### src/rtl/spi_slave_regs_pkg.sv
// spi_slave_regs_pkg: shared FSM encoding and frame constants for the SPI register slave
package spi_slave_regs_pkg;
  typedef enum logic [1:0] {IDLE, CMD, DATA, DONE} state_t;
  localparam int RW_BIT = 7;
  localparam logic [6:0] ID_ADDR = 7'h7F;
  localparam int FRAME_LEN = 16;
endpackage

### src/rtl/spi_slave_regs_sync_edge.sv
// spi_sync_edge: 3-flop synchroniser with rise/fall detection on the synchronised level
module spi_sync_edge #(
  parameter logic RST_VAL = 1'b0
) (
  input  logic clk,
  input  logic reset,
  input  logic d_i,
  output logic q_o,
  output logic rise_o,
  output logic fall_o
);
  logic [2:0] s_q;
  // shift the async pin through three flops; the first two resolve metastability
  always_ff @(posedge clk)
    s_q <= reset ? {3{RST_VAL}} : {s_q[1:0], d_i};
  assign q_o = s_q[1];
  assign rise_o = s_q[1] & ~s_q[2];
  assign fall_o = ~s_q[1] & s_q[2];
endmodule

### src/rtl/spi_slave_regs.sv
// spi_slave_regs: SPI mode-0 slave giving an SPI master read/write access to a fabric register bank
module spi_slave_regs
  import spi_slave_regs_pkg::*;
#(
  parameter int NUM_REGS = 8,
  parameter logic [7:0] ID_VALUE = 8'hA5
) (
  input  logic                  clk,
  input  logic                  reset,
  input  logic                  spi_sclk,
  input  logic                  spi_ss_n,
  input  logic                  spi_mosi,
  output logic                  spi_miso,
  output logic                  spi_miso_oe,
  output logic [NUM_REGS*8-1:0] reg_q,
  output logic                  wr_stb,
  output logic [6:0]            wr_addr,
  output logic [7:0]            wr_data,
  output logic                  rd_stb
);
  localparam logic [7:0] NREG = 8'(NUM_REGS);
  logic sclk_s, sclk_rise, sclk_fall, ss_s, ss_rise, ss_fall;
  logic [1:0] mosi_q;
  state_t state_q, state_d;
  logic [4:0] cnt_q, cnt_d;
  logic [6:0] sh_q, sh_d, addr_q, addr_d, wr_addr_q, wr_addr_d;
  logic [7:0] rd_sh_q, rd_sh_d, wr_data_q, wr_data_d, mosi_byte, rd_val;
  logic rw_q, rw_d, miso_q, miso_d, wr_stb_q, wr_stb_d, rd_stb_q, rd_stb_d, arm_q, arm_d;
  logic [1:0] settle_q, settle_d;
  logic [NUM_REGS*8-1:0] regs_q, regs_d;
  spi_sync_edge #(.RST_VAL(1'b0)) u_sclk (
    .clk(clk), .reset(reset), .d_i(spi_sclk), .q_o(sclk_s), .rise_o(sclk_rise), .fall_o(sclk_fall)
  );
  spi_sync_edge #(.RST_VAL(1'b1)) u_ss (
    .clk(clk), .reset(reset), .d_i(spi_ss_n), .q_o(ss_s), .rise_o(ss_rise), .fall_o(ss_fall)
  );
  // MOSI only needs the level, so a plain 2-flop synchroniser aligned with the sclk/ss level taps
  always_ff @(posedge clk)
    mosi_q <= reset ? 2'b00 : {mosi_q[0], spi_mosi};
  assign mosi_byte = {sh_q, mosi_q[1]};
  assign rd_val = {1'b0, mosi_byte[6:0]} < NREG ? regs_q[{mosi_byte[6:0], 3'b000} +: 8] :
                  mosi_byte[6:0] == ID_ADDR ? ID_VALUE : 8'h00;
  // after reset ss_n must be seen high on real pin samples before a fall may open a frame,
  // so a reset in the middle of a frame does not re-enter that frame half way through
  always_comb begin
    state_d = state_q;
    cnt_d = cnt_q;
    sh_d = sh_q;
    rw_d = rw_q;
    addr_d = addr_q;
    rd_sh_d = rd_sh_q;
    miso_d = miso_q;
    regs_d = regs_q;
    wr_stb_d = 1'b0;
    rd_stb_d = 1'b0;
    wr_addr_d = wr_addr_q;
    wr_data_d = wr_data_q;
    settle_d = settle_q[1] ? settle_q : settle_q + 2'd1;
    arm_d = arm_q | (settle_q[1] & ss_s);
    if (ss_rise) begin
      state_d = IDLE;
      miso_d = 1'b0;
    end else begin
      case (state_q)
        IDLE: begin
          miso_d = 1'b0;
          if (ss_fall && arm_q && !sclk_s) begin
            state_d = CMD;
            cnt_d = '0;
          end
        end
        CMD: if (sclk_rise) begin
          sh_d = mosi_byte[6:0];
          cnt_d = cnt_q + 5'd1;
          if (cnt_q == 5'(FRAME_LEN / 2 - 1)) begin
            rw_d = mosi_byte[RW_BIT];
            addr_d = mosi_byte[6:0];
            rd_sh_d = mosi_byte[RW_BIT] ? rd_val : 8'h00;
            rd_stb_d = mosi_byte[RW_BIT];
            state_d = DATA;
          end
        end
        DATA: if (sclk_rise) begin
          sh_d = mosi_byte[6:0];
          cnt_d = cnt_q + 5'd1;
          if (cnt_q == 5'(FRAME_LEN - 1)) begin
            if (!rw_q && {1'b0, addr_q} < NREG) begin
              regs_d[{addr_q, 3'b000} +: 8] = mosi_byte;
              wr_stb_d = 1'b1;
              wr_addr_d = addr_q;
              wr_data_d = mosi_byte;
            end
            miso_d = 1'b0;
            state_d = DONE;
          end
        end else if (sclk_fall) begin
          miso_d = rd_sh_q[7];
          rd_sh_d = {rd_sh_q[6:0], 1'b0};
        end
        default: miso_d = 1'b0;
      endcase
    end
  end
  // state and datapath registers
  always_ff @(posedge clk) begin
    if (reset) begin
      state_q <= IDLE;
      cnt_q <= '0;
      sh_q <= '0;
      rw_q <= 1'b0;
      addr_q <= '0;
      rd_sh_q <= '0;
      miso_q <= 1'b0;
      regs_q <= '0;
      wr_stb_q <= 1'b0;
      rd_stb_q <= 1'b0;
      wr_addr_q <= '0;
      wr_data_q <= '0;
      settle_q <= '0;
      arm_q <= 1'b0;
    end else begin
      state_q <= state_d;
      cnt_q <= cnt_d;
      sh_q <= sh_d;
      rw_q <= rw_d;
      addr_q <= addr_d;
      rd_sh_q <= rd_sh_d;
      miso_q <= miso_d;
      regs_q <= regs_d;
      wr_stb_q <= wr_stb_d;
      rd_stb_q <= rd_stb_d;
      wr_addr_q <= wr_addr_d;
      wr_data_q <= wr_data_d;
      settle_q <= settle_d;
      arm_q <= arm_d;
    end
  end
  assign spi_miso = miso_q;
  assign spi_miso_oe = ~ss_s;
  assign reg_q = regs_q;
  assign wr_stb = wr_stb_q;
  assign rd_stb = rd_stb_q;
  assign wr_addr = wr_addr_q;
  assign wr_data = wr_data_q;
endmodule

### config.mk
export PLATFORM = sky130hd
export DESIGN_NAME = spi_slave_regs
export DESIGN_NICKNAME = d
export VERILOG_FILES = /design/src/rtl/spi_slave_regs_pkg.sv /design/src/rtl/spi_slave_regs_sync_edge.sv /design/src/rtl/spi_slave_regs.sv
export SDC_FILE = /design/constraint.sdc
export NUM_CORES = 1
export LEC_CHECK = 0
export ABC_AREA = 0
export CAP_MARGIN = 20
export CORE_MARGIN = 10
export CORE_UTILIZATION = 48
export CTS_BUF_LIST = sky130_fd_sc_hd__clkbuf_16
export DETAILED_ROUTE_END_ITERATION = 8
export PLACE_DENSITY_LB_ADDON = 0.12
export SYNTH_ARGS = -nofsm -noshare
export SYNTH_HDL_FRONTEND = slang
export SYNTH_HIERARCHICAL = 1
export SYNTH_SLANG_ARGS = --single-unit
### constraint.sdc
create_clock -name clk -period 2.2 [get_ports clk]
set_input_delay 0.33 -clock clk [delete_from_list [all_inputs] [get_ports clk]]
set_output_delay 0.33 -clock clk [all_outputs]
set_load 0.01 [all_outputs]
; ---- After elaboration in Yosys (flattened, before gate mapping)
; Index checks and enable logic that the tools add are counted.
; W data, S select, Z words.
[totals]
regBits = 123
inputBits = 5
output_inout_bits = 83
wordCells = 101
[op_classes]
addsub = 3
n_lt_le_gt_ge = 2
n_eq_ne = 15
shift = 3
n_mux = 24
n_bitwise = 16
reduce_logical = 20
[op_table]
columns = cell, count
row1 = $bwmux W64, 1
row2 = $shift A8 B12 Y64 const A, 1
row3 = $shiftx A64 B11 Y8, 1
row4 = $shiftx A8 B12 Y64, 1
row5 = $mux W8, 7
row6 = $pmux W8 S2, 1
row7 = $lt A7 B4 Y1 const B, 2
row8 = $ne A2 B2 Y1 const B, 7
row9 = $mux W2, 6
row10 = $neg A10 Y12, 1
row11 = $reduce_and A6 Y1, 2
row12 = $mux W5, 2
row13 = $not A1 Y1, 10
row14 = $pmux W5 S2, 1
row15 = $reduce_or A5 Y1, 2
row16 = $reduce_and A4 Y1, 2
row17 = $eq A7 B7 Y1 const B, 1
row18 = $ne A3 B3 Y1 const B, 2
row19 = $pmux W2 S3, 1
row20 = $reduce_and A3 Y1, 2
row21 = $add A5 B1 Y5 const B, 1
row22 = $and A1 B1 Y1, 5
row23 = $eq A5 B3 Y1 const B, 1
row24 = $eq A5 B4 Y1 const B, 1
row25 = 14 further kinds, 22

; ---- Depth between registers and ports, before layout
; Gate-level depths: netlist (run 1).
[logic_depth]
depth_word = 7
ltp_mapped = 11

; ---- By module
; Netlist (run 1), hierarchy kept.
[by_module_without_submodules]
columns = mod, n_inst, cells_each, area_each_um2
row1 = spi_slave_regs, 1, 542, 5326.4
row2 = spi_sync_edge at u_ss, 1, 8, 92.6
row3 = spi_sync_edge at u_sclk, 1, 8, 91.3

; ---- Least setup slack after synthesis (run 1)
; OpenSTA, ideal clock, no wires.
[synth_timing]
path_type = reg-to-reg
from = register addr_q[0]
to = register regs_q[48], in the netlist reg_q[48]
arrival_time_ns = 2.226
t_required_ns = 2.073
path_slack_ns = -0.153
path_stages_with_launch = 8
synth_period_minus_slack_ns = 2.353
cell_sequence = dfxtp_1 clkinv_1 ha_1 or2_2 a221o_1 a21oi_1 nand4_2 mux2i_1
[synth_between]
elab_chain_cells = 3
[synth_lines]
columns = item, line
row1 = "start, declared", spi_slave_regs.sv:26  ; logic [6:0] sh_q, sh_d, addr_q, addr_d, wr_addr_q, wr_addr_d;
row2 = "start signal, assigned", spi_slave_regs.sv:126  ; addr_q <= addr_d;
row3 = $neg A10 Y12 / $lt A7 B4 Y1 (equally long branches), "spi_slave_regs.sv:88, spi_slave_regs.sv:87"
row4 = $shiftx A8 B12 Y64 (tied with other cells), spi_slave_regs.sv:88  ; regs_d[{addr_q, 3'b000} +: 8] = mosi_byte;
row5 = $bwmux W64 / $reduce_and A5 Y1 (equally long branches), -
row6 = "end signal, assigned", spi_slave_regs.sv:129  ; regs_q <= regs_d;
row7 = "end, declared", spi_slave_regs.sv:30  ; logic [NUM_REGS*8-1:0] regs_q, regs_d;
; Several ways; a longest one is shown, not always the timed one.
; A chain may end at the register's enable or synchronous reset.

; ---- Worst setup path in the final report (run 1)
[layout_timing]
from = register addr_q[1]
to = register regs_q[21], in the netlist reg_q[21]
; Same word-level chain as after synthesis.

==> metrics.txt, run 1 <==
Mean Syn Cell Area=9.88 um^2; top_reg_cell synth=dfxtp_1; hold path start=u_ss/s_q[0]; CP max FO=8; vias in the first global route=4,576; number of flops mapped to enable cells by yosys=0; CP max stage cell=or4_4; Seq cells post-synth=123; synth warn=6; Ant. Diodes=0; CTS Buf Count=17; status=complete, no violations; RR Startpoint=addr_q[1]; fmax=464 MHz; Post-Synth Simple-Gate Area=0.215; Mapped Nets=571; DRC=0; Seq/Total Area, Yosys=0.447; synthesis-to-layout area growth=33.9%; Mapped Cells=558; r2r endpoint=reg_q[21]; most common cell in the synthesized netlist=dfxtp_1; WP buf/inv=2; CP max stage delay=0.52 ns; Detailed Route Iter0 Violations=343; TritonRoute pass-1 iters=4; io pins=88; Required @ worst endpoint=2.54 ns; largest family of logic cells by synthesized area=simple AND/OR/NAND/NOR gates; TritonCTS clock tree=built; Hold Fails Final Rpt=0; flop2flop setup slack=0.04 ns; # rows=39; PD cells=699 mW/mm^2; Critical Path Start Type=register; Post-DRT Antenna Nets=0; Yosys top cell by area=dfxtp_1; Crit. End Element=register; final period utilization=0.980; post-layout minimum cycle time=2.16 ns; fin nets=683; cell mode on critical path=buf_4; Hold Path End=u_ss/s_q[1]; Via Count=4,583; Synth cell types=55; final setup vio count=0; hold slack=0.408 ns; RePlAce Congestion=0.816; Max-cap violations=0; Crit Path Category=reg -> reg; top cell type's share of synthesized area=0.447; maximum vdd drop=0.548 mV; Worst-Margin Slew=0.626 ns; mux share of post-synthesis cell area=0.190; Slew HR=0.583; WP data arrival=2.50 ns; final worst setup slack=0.0443 ns; reg2reg path depth=7; DR vias/cell=5.56; largest net degree at the start of global routing=58; Post-Synth Adder-Cell Area=0.0182; Clock Sinks=123; CTS Buffer Depth=2; Layout Skew=0.00608 ns; Initial Util=0.487; pre-CTS setup slack=-0.0189 ns; first-pass GRT wire length=24,700 um; Root Driver=clkbuf_16; grt total ovfl=0; placed cells=792; clock-pin slew on the worst setup and hold paths=0.06 ns; hpwl dp=11,000 um; Die ar.=0.0162 mm^2; max-slew violations=0; initial antenna violation count=0; layout cells sized above 1=0.167; Hold Crit Class=reg -> reg; Post-Layout Cell Count=825; worst skew pair latency=0.42 ns; Post-Route WL=15,500 um; die width=127 um; level count of the clock H-tree=4; Hold-fix buffers, CTS=0; Hold Crit Depth=1; die height=127 um; core area=0.0113 mm^2; Synth area leaders=dfxtp_1, mux2i_1, mux4_2; final instance area=0.00738 mm^2; Async SR Flop Fraction=0; Compound-Gate Fraction of Synth Area=0.0881; post-synthesis xor/xnor area fraction=0.00477; placed cell area=0.00679 mm^2; Critical Path, Cell by Cell=buf_4, or4_4, o21a_1, nand4bb_4, a211oi_4, buf_4, mux2i_1; cell area after synthesis=0.00551 mm^2; Port Buf Inserts=87; cell family with most CP delay=simple AND/OR/NAND/NOR gates; GRT Total Usage=0.192; Leak=2.81 nW; most frequent cells after synthesis=dfxtp_1, mux2i_1, nor2_1; Routed WL per cell=18.8 um
[layout by cell type, fill, tap and decap left out, types with 2 or more instances in the layout]
master,Yosys,layout
nor4b_1,2,2
buf_4,0,41
mux4_2,13,13
clkinvlp_4,0,4
clkinv_1,1,3
nand4b_1,2,2
a221o_1,2,2
nand2_2,0,2
nor2_1,42,42
dfxtp_1,123,121
nor3b_1,3,2
a21o_1,5,5
clkbuf_16,0,17
clkinv_2,0,5
clkdlybuf4s50_1,0,86
nor2b_1,9,9
ha_2,0,3
xor2_1,2,2
o21ai_0,32,32
dfxtp_2,0,2
buf_12,0,4
nand3b_1,28,28
nand2_1,41,39
bufinv_16,0,2
mux2i_1,71,71
nand3_1,9,9
nor3_1,9,9
ha_1,8,5
nand2b_1,33,33
mux2_2,4,4
inv_1,10,10
a31oi_1,7,7
or2_1,3,3
nand4bb_1,3,3
a221oi_1,4,4
nand4_1,6,6
and2_1,4,4
a21oi_1,18,17
[layer usage]
metal  share of wire  wire, um  GRT usage
met1            0.44      6870      0.232
met5               0         0          0
met4           0.023       353     0.0784
met3           0.061       951     0.0715
met2            0.47      7340      0.303
[how the worst max path moves through the flow]
stage / from / end / slack, ns / cells after the start
finish: addr_q[1] / reg_q[21] / 0.04 / 7
detailed placement: cnt_q[0] / reg_q[13] / -0.02 / 9
CTS: addr_q[0] / reg_q[62] / 0.02 / 7
global placement: addr_q[0] / reg_q[59] / 0.06 / 7
floorplan: cnt_q[0] / wr_data[2] / 0.004 / 9
global route: cnt_q[1] / reg_q[13] / -0.004 / 10
[layout make-up]
| cell class | instances | area (um^2) |
|---|---|---|
| Multi-Input combinational cell | 385 | 2890 |
| Clock buffer | 17 | 425 |
| Clock inverter | 14 | 130 |
| Timing Repair Buffer | 132 | 1250 |
| Inverter | 11 | 42.5 |
| Fill cell | 958 | 3940 |
| Tap cell | 143 | 179 |
| Sequential cell | 123 | 2460 |
[where the power goes]
group	switching (W)	internal (W)
Combinational	0.000142	0.000117
Clock	0.000993	0.00164
Sequential	0.0000186	0.00225
Total	0.00115	0.00401
[logic make-up after synthesis]
logic type,after synthesis
buffers and inverters,50
adders and majority gates,8
AOI/OAI and AO/OA,78
muxes,88
and+or+nand+nor,208
xor gates and xnor gates,3
DFF,123
[what timing repair did]
item | 4_1_cts | 5_1_grt
pin swaps | 0 | 4
buffers inserted | 1 | 1
endpoints found under the setup margin | 7 | 64
resized for setup | 0 | 6
[through the flow]
stage                     utilization  total power [W]  setup TNS, ns
after global placement          0.600          0.00257              0
final                           0.652          0.00516              0
after global routing            0.652          0.00533       -0.00372
after detailed placement        0.600          0.00257        -0.0189
after CTS                       0.650          0.00520              0
after floorplan                     -          0.00248              0
[flip-flops by register name, summed over array words and instances, names as in the netlist]
signal	cells
rw_q	1
cnt_q	5
mosi_q	2
wr_data	8
rd_stb	1
sh_q	7
settle_q	2
wr_stb	1
state_q	2
addr_q	7
u_ss/s_q	3
wr_addr	7
spi_miso	1
u_sclk/s_q	3
arm_q	1
reg_q	64
rd_sh_q	8
Power figures use the tool's default switching activity.
==> inputs of run 2 (changes only) <==
Settings changed: PLACE_DENSITY set to 0.72, PLACE_DENSITY_LB_ADDON 0.12 to unset.
==> run 2 against run 1 <==
  * Global-route usage grew 0.44 points
  * Sequential share of layout area down 0.19 points
  * Worst setup slack better by 0.045 ns
  * Via count is 0.46% higher
  * Combinational power shrank 2%
  * Critical path depth up 2
  * Cell area rose by 0.76%
  * Worst hold slack worse by 0.082 ns
  * Sequential power about the same
  * Final cell count down 0.73%
  * Die area unchanged
  * Critical endpoint is now reg_q[20]
==> metrics.txt, run 2 (synthesis results as in run 1) <==
status=complete, no violations; Ant. Diodes=0 (unchanged); die height=127 um (unchanged); io pins=88 (unchanged); Hold Path End=wr_addr[1]; DRC=0 (unchanged); CTS Buffer Depth=2 (unchanged); fmax=474 MHz (+2.1%); final setup vio count=0 (unchanged); TritonRoute pass-1 iters=5 (+1); # rows=39 (unchanged); Post-DRT Antenna Nets=0 (unchanged); Layout Skew=0.00999 ns (+0.00391 ns); worst skew pair latency=0.42 ns (about the same); WP data arrival=2.46 ns (-0.04 ns); hold path start=reset; TritonCTS clock tree=built; CP max FO=6 (-2); final period utilization=0.959 (-0.0205); GRT Total Usage=0.197 (+0.00441); most frequent cells in the layout=dfxtp_1, clkdlybuf4s50_1, mux2i_1, nor2_1, nand2_1; Slew HR=0.642 (+0.0595); CTS Buf Count=17 (unchanged); RSZ-0062 raised after global routing=true; Hold-fix buffers, CTS=0 (unchanged); Initial Util=0.487 (unchanged); RR Startpoint=cnt_q[0]; first-pass GRT wire length=25,600 um (+3.5%); fin util=0.657 (+0.00497); max-slew violations=0 (unchanged); level count of the clock H-tree=4 (unchanged); maximum vdd drop=0.776 mV (+42%); Crit Path Category=reg -> reg; Leak=2.82 nW (+0.57%); RePlAce Congestion=0.929 (+14%); initial antenna violation count=0 (unchanged); Crit. End Element=register; PD cells=726 mW/mm^2 (+3.8%); Die ar.=0.0162 mm^2 (unchanged); Post-CTS Setup Bufs=0 (-1); Hold Crit Class=in -> reg; grt total ovfl=0 (unchanged); DR vias/cell=5.62 (+1.2%); hpwl dp=11,100 um (+0.61%); Post-Route WL=15,800 um (+1.8%); clock-pin slew on the worst setup and hold paths=0.06 ns (about the same); r2r endpoint=reg_q[20]; largest net degree at the start of global routing=63 (+8.6%); post-layout minimum cycle time=2.11 ns (-0.0452 ns); Final Power=0.00540 W (+4.6%); setup TNS=0 ns (unchanged); layout cells sized above 1=0.170 (+0.00296); core area=0.0113 mm^2 (unchanged); most common cell after layout, fill and taps aside=dfxtp_1; Required @ worst endpoint=2.55 ns (about the same); Largest register FFs=64 (unchanged); reg2reg path depth=9 (+2); Routed WL per cell=19.3 um (+2.5%); Hold Crit Depth=2 (+1); vias in the first global route=4,764 (+4.1%); Worst-Margin Slew=0.534 ns (-0.0918 ns); Root Driver=clkbuf_16; Hold Fails Final Rpt=0 (unchanged); Via Count=4,604 (+0.46%); Port Buf Inserts=87 (unchanged); Max-cap violations=0 (unchanged); synthesis-to-layout area growth=35.0%; die width=127 um (unchanged); flop2flop setup slack=0.09 ns (+0.05 ns); fin nets=676 (-1.0%); Clock Sinks=123 (unchanged); Critical Path Start Type=register; Detailed Route Iter0 Violations=385 (+12%)
[run 2: cell type report]
cell class / count / area [um^2]
Fill cell: 903 / 3880
Multi-Input combinational cell: 385 / 2910
Sequential cell: 123 / 2470
Timing Repair Buffer: 125 / 1230
Clock buffer: 17 / 425
Clock inverter: 15 / 183
Tap cell: 143 / 179
Inverter: 11 / 42.5
[run 2: worst max-delay path by stage]
stage / startpoint / to / slack, ns / depth (start not counted)
final: cnt_q[0] / reg_q[20] / 0.09 / 9
after global routing: cnt_q[1] / reg_q[29] / -0.03 / 9
after CTS: cnt_q[0] / reg_q[22] / 0.03 / 9
after detailed placement: addr_q[0] / reg_q[22] / -0.005 / 9
after global placement: addr_q[0] / reg_q[47] / 0.08 / 7
after floorplan: cnt_q[0] / wr_data[2] / 0.004 / 9
[run 2: critical path: stages, from the launching register on]
cell	delay, ns
dfxtp_2	0.35
ha_2	0.20
and3_1	0.16
ha_2	0.19
and3b_2	0.27
buf_6	0.13
nand3_2	0.09
a211oi_4	0.28
buf_6	0.18
mux2i_1	0.18
[run 2: metrics by stage]
stage               hold WS [ns]  instance area [um^2]  std cells  worst slack, ns
finish                     0.326                  7440        819           0.0895
detailed placement         0.417                  6770        787         -0.00513
floorplan                  0.385                  5540        558          0.00368
CTS                        0.333                  7390        819           0.0253
global placement           0.400                  6770        787           0.0810
global route               0.365                  7440        819          -0.0339
[run 2: report_power, final]
| group | internal, W | switching [W] |
|---|---|---|
| clock network | 0.00187 | 0.00100 |
| logic | 0.000112 | 0.000141 |
| registers | 0.00225 | 0.0000183 |
[run 2: layer usage]
layer  vias up  GRT usage  wire, um
met1      2231      0.233      6800
met4         0     0.0804       363
met5         -          0         0
li1       2186          -         -
met2       151      0.313      7490
met3        36     0.0757      1140
[run 2: repair_timing]
| item | in CTS | in global routing |
|---|---|---|
| gates cloned | 0 | 0 |
| resized for setup | 2 | 17 |
| pin swaps | 1 | 4 |
| endpoints found under the setup margin | 14 | 65 |
==> inputs of run 3 (changes only) <==
Settings changed: SLEW_MARGIN set to 20.
==> results of run 3 <==
Same layout as run 2: the final DEF is identical, and so are final timing and power.
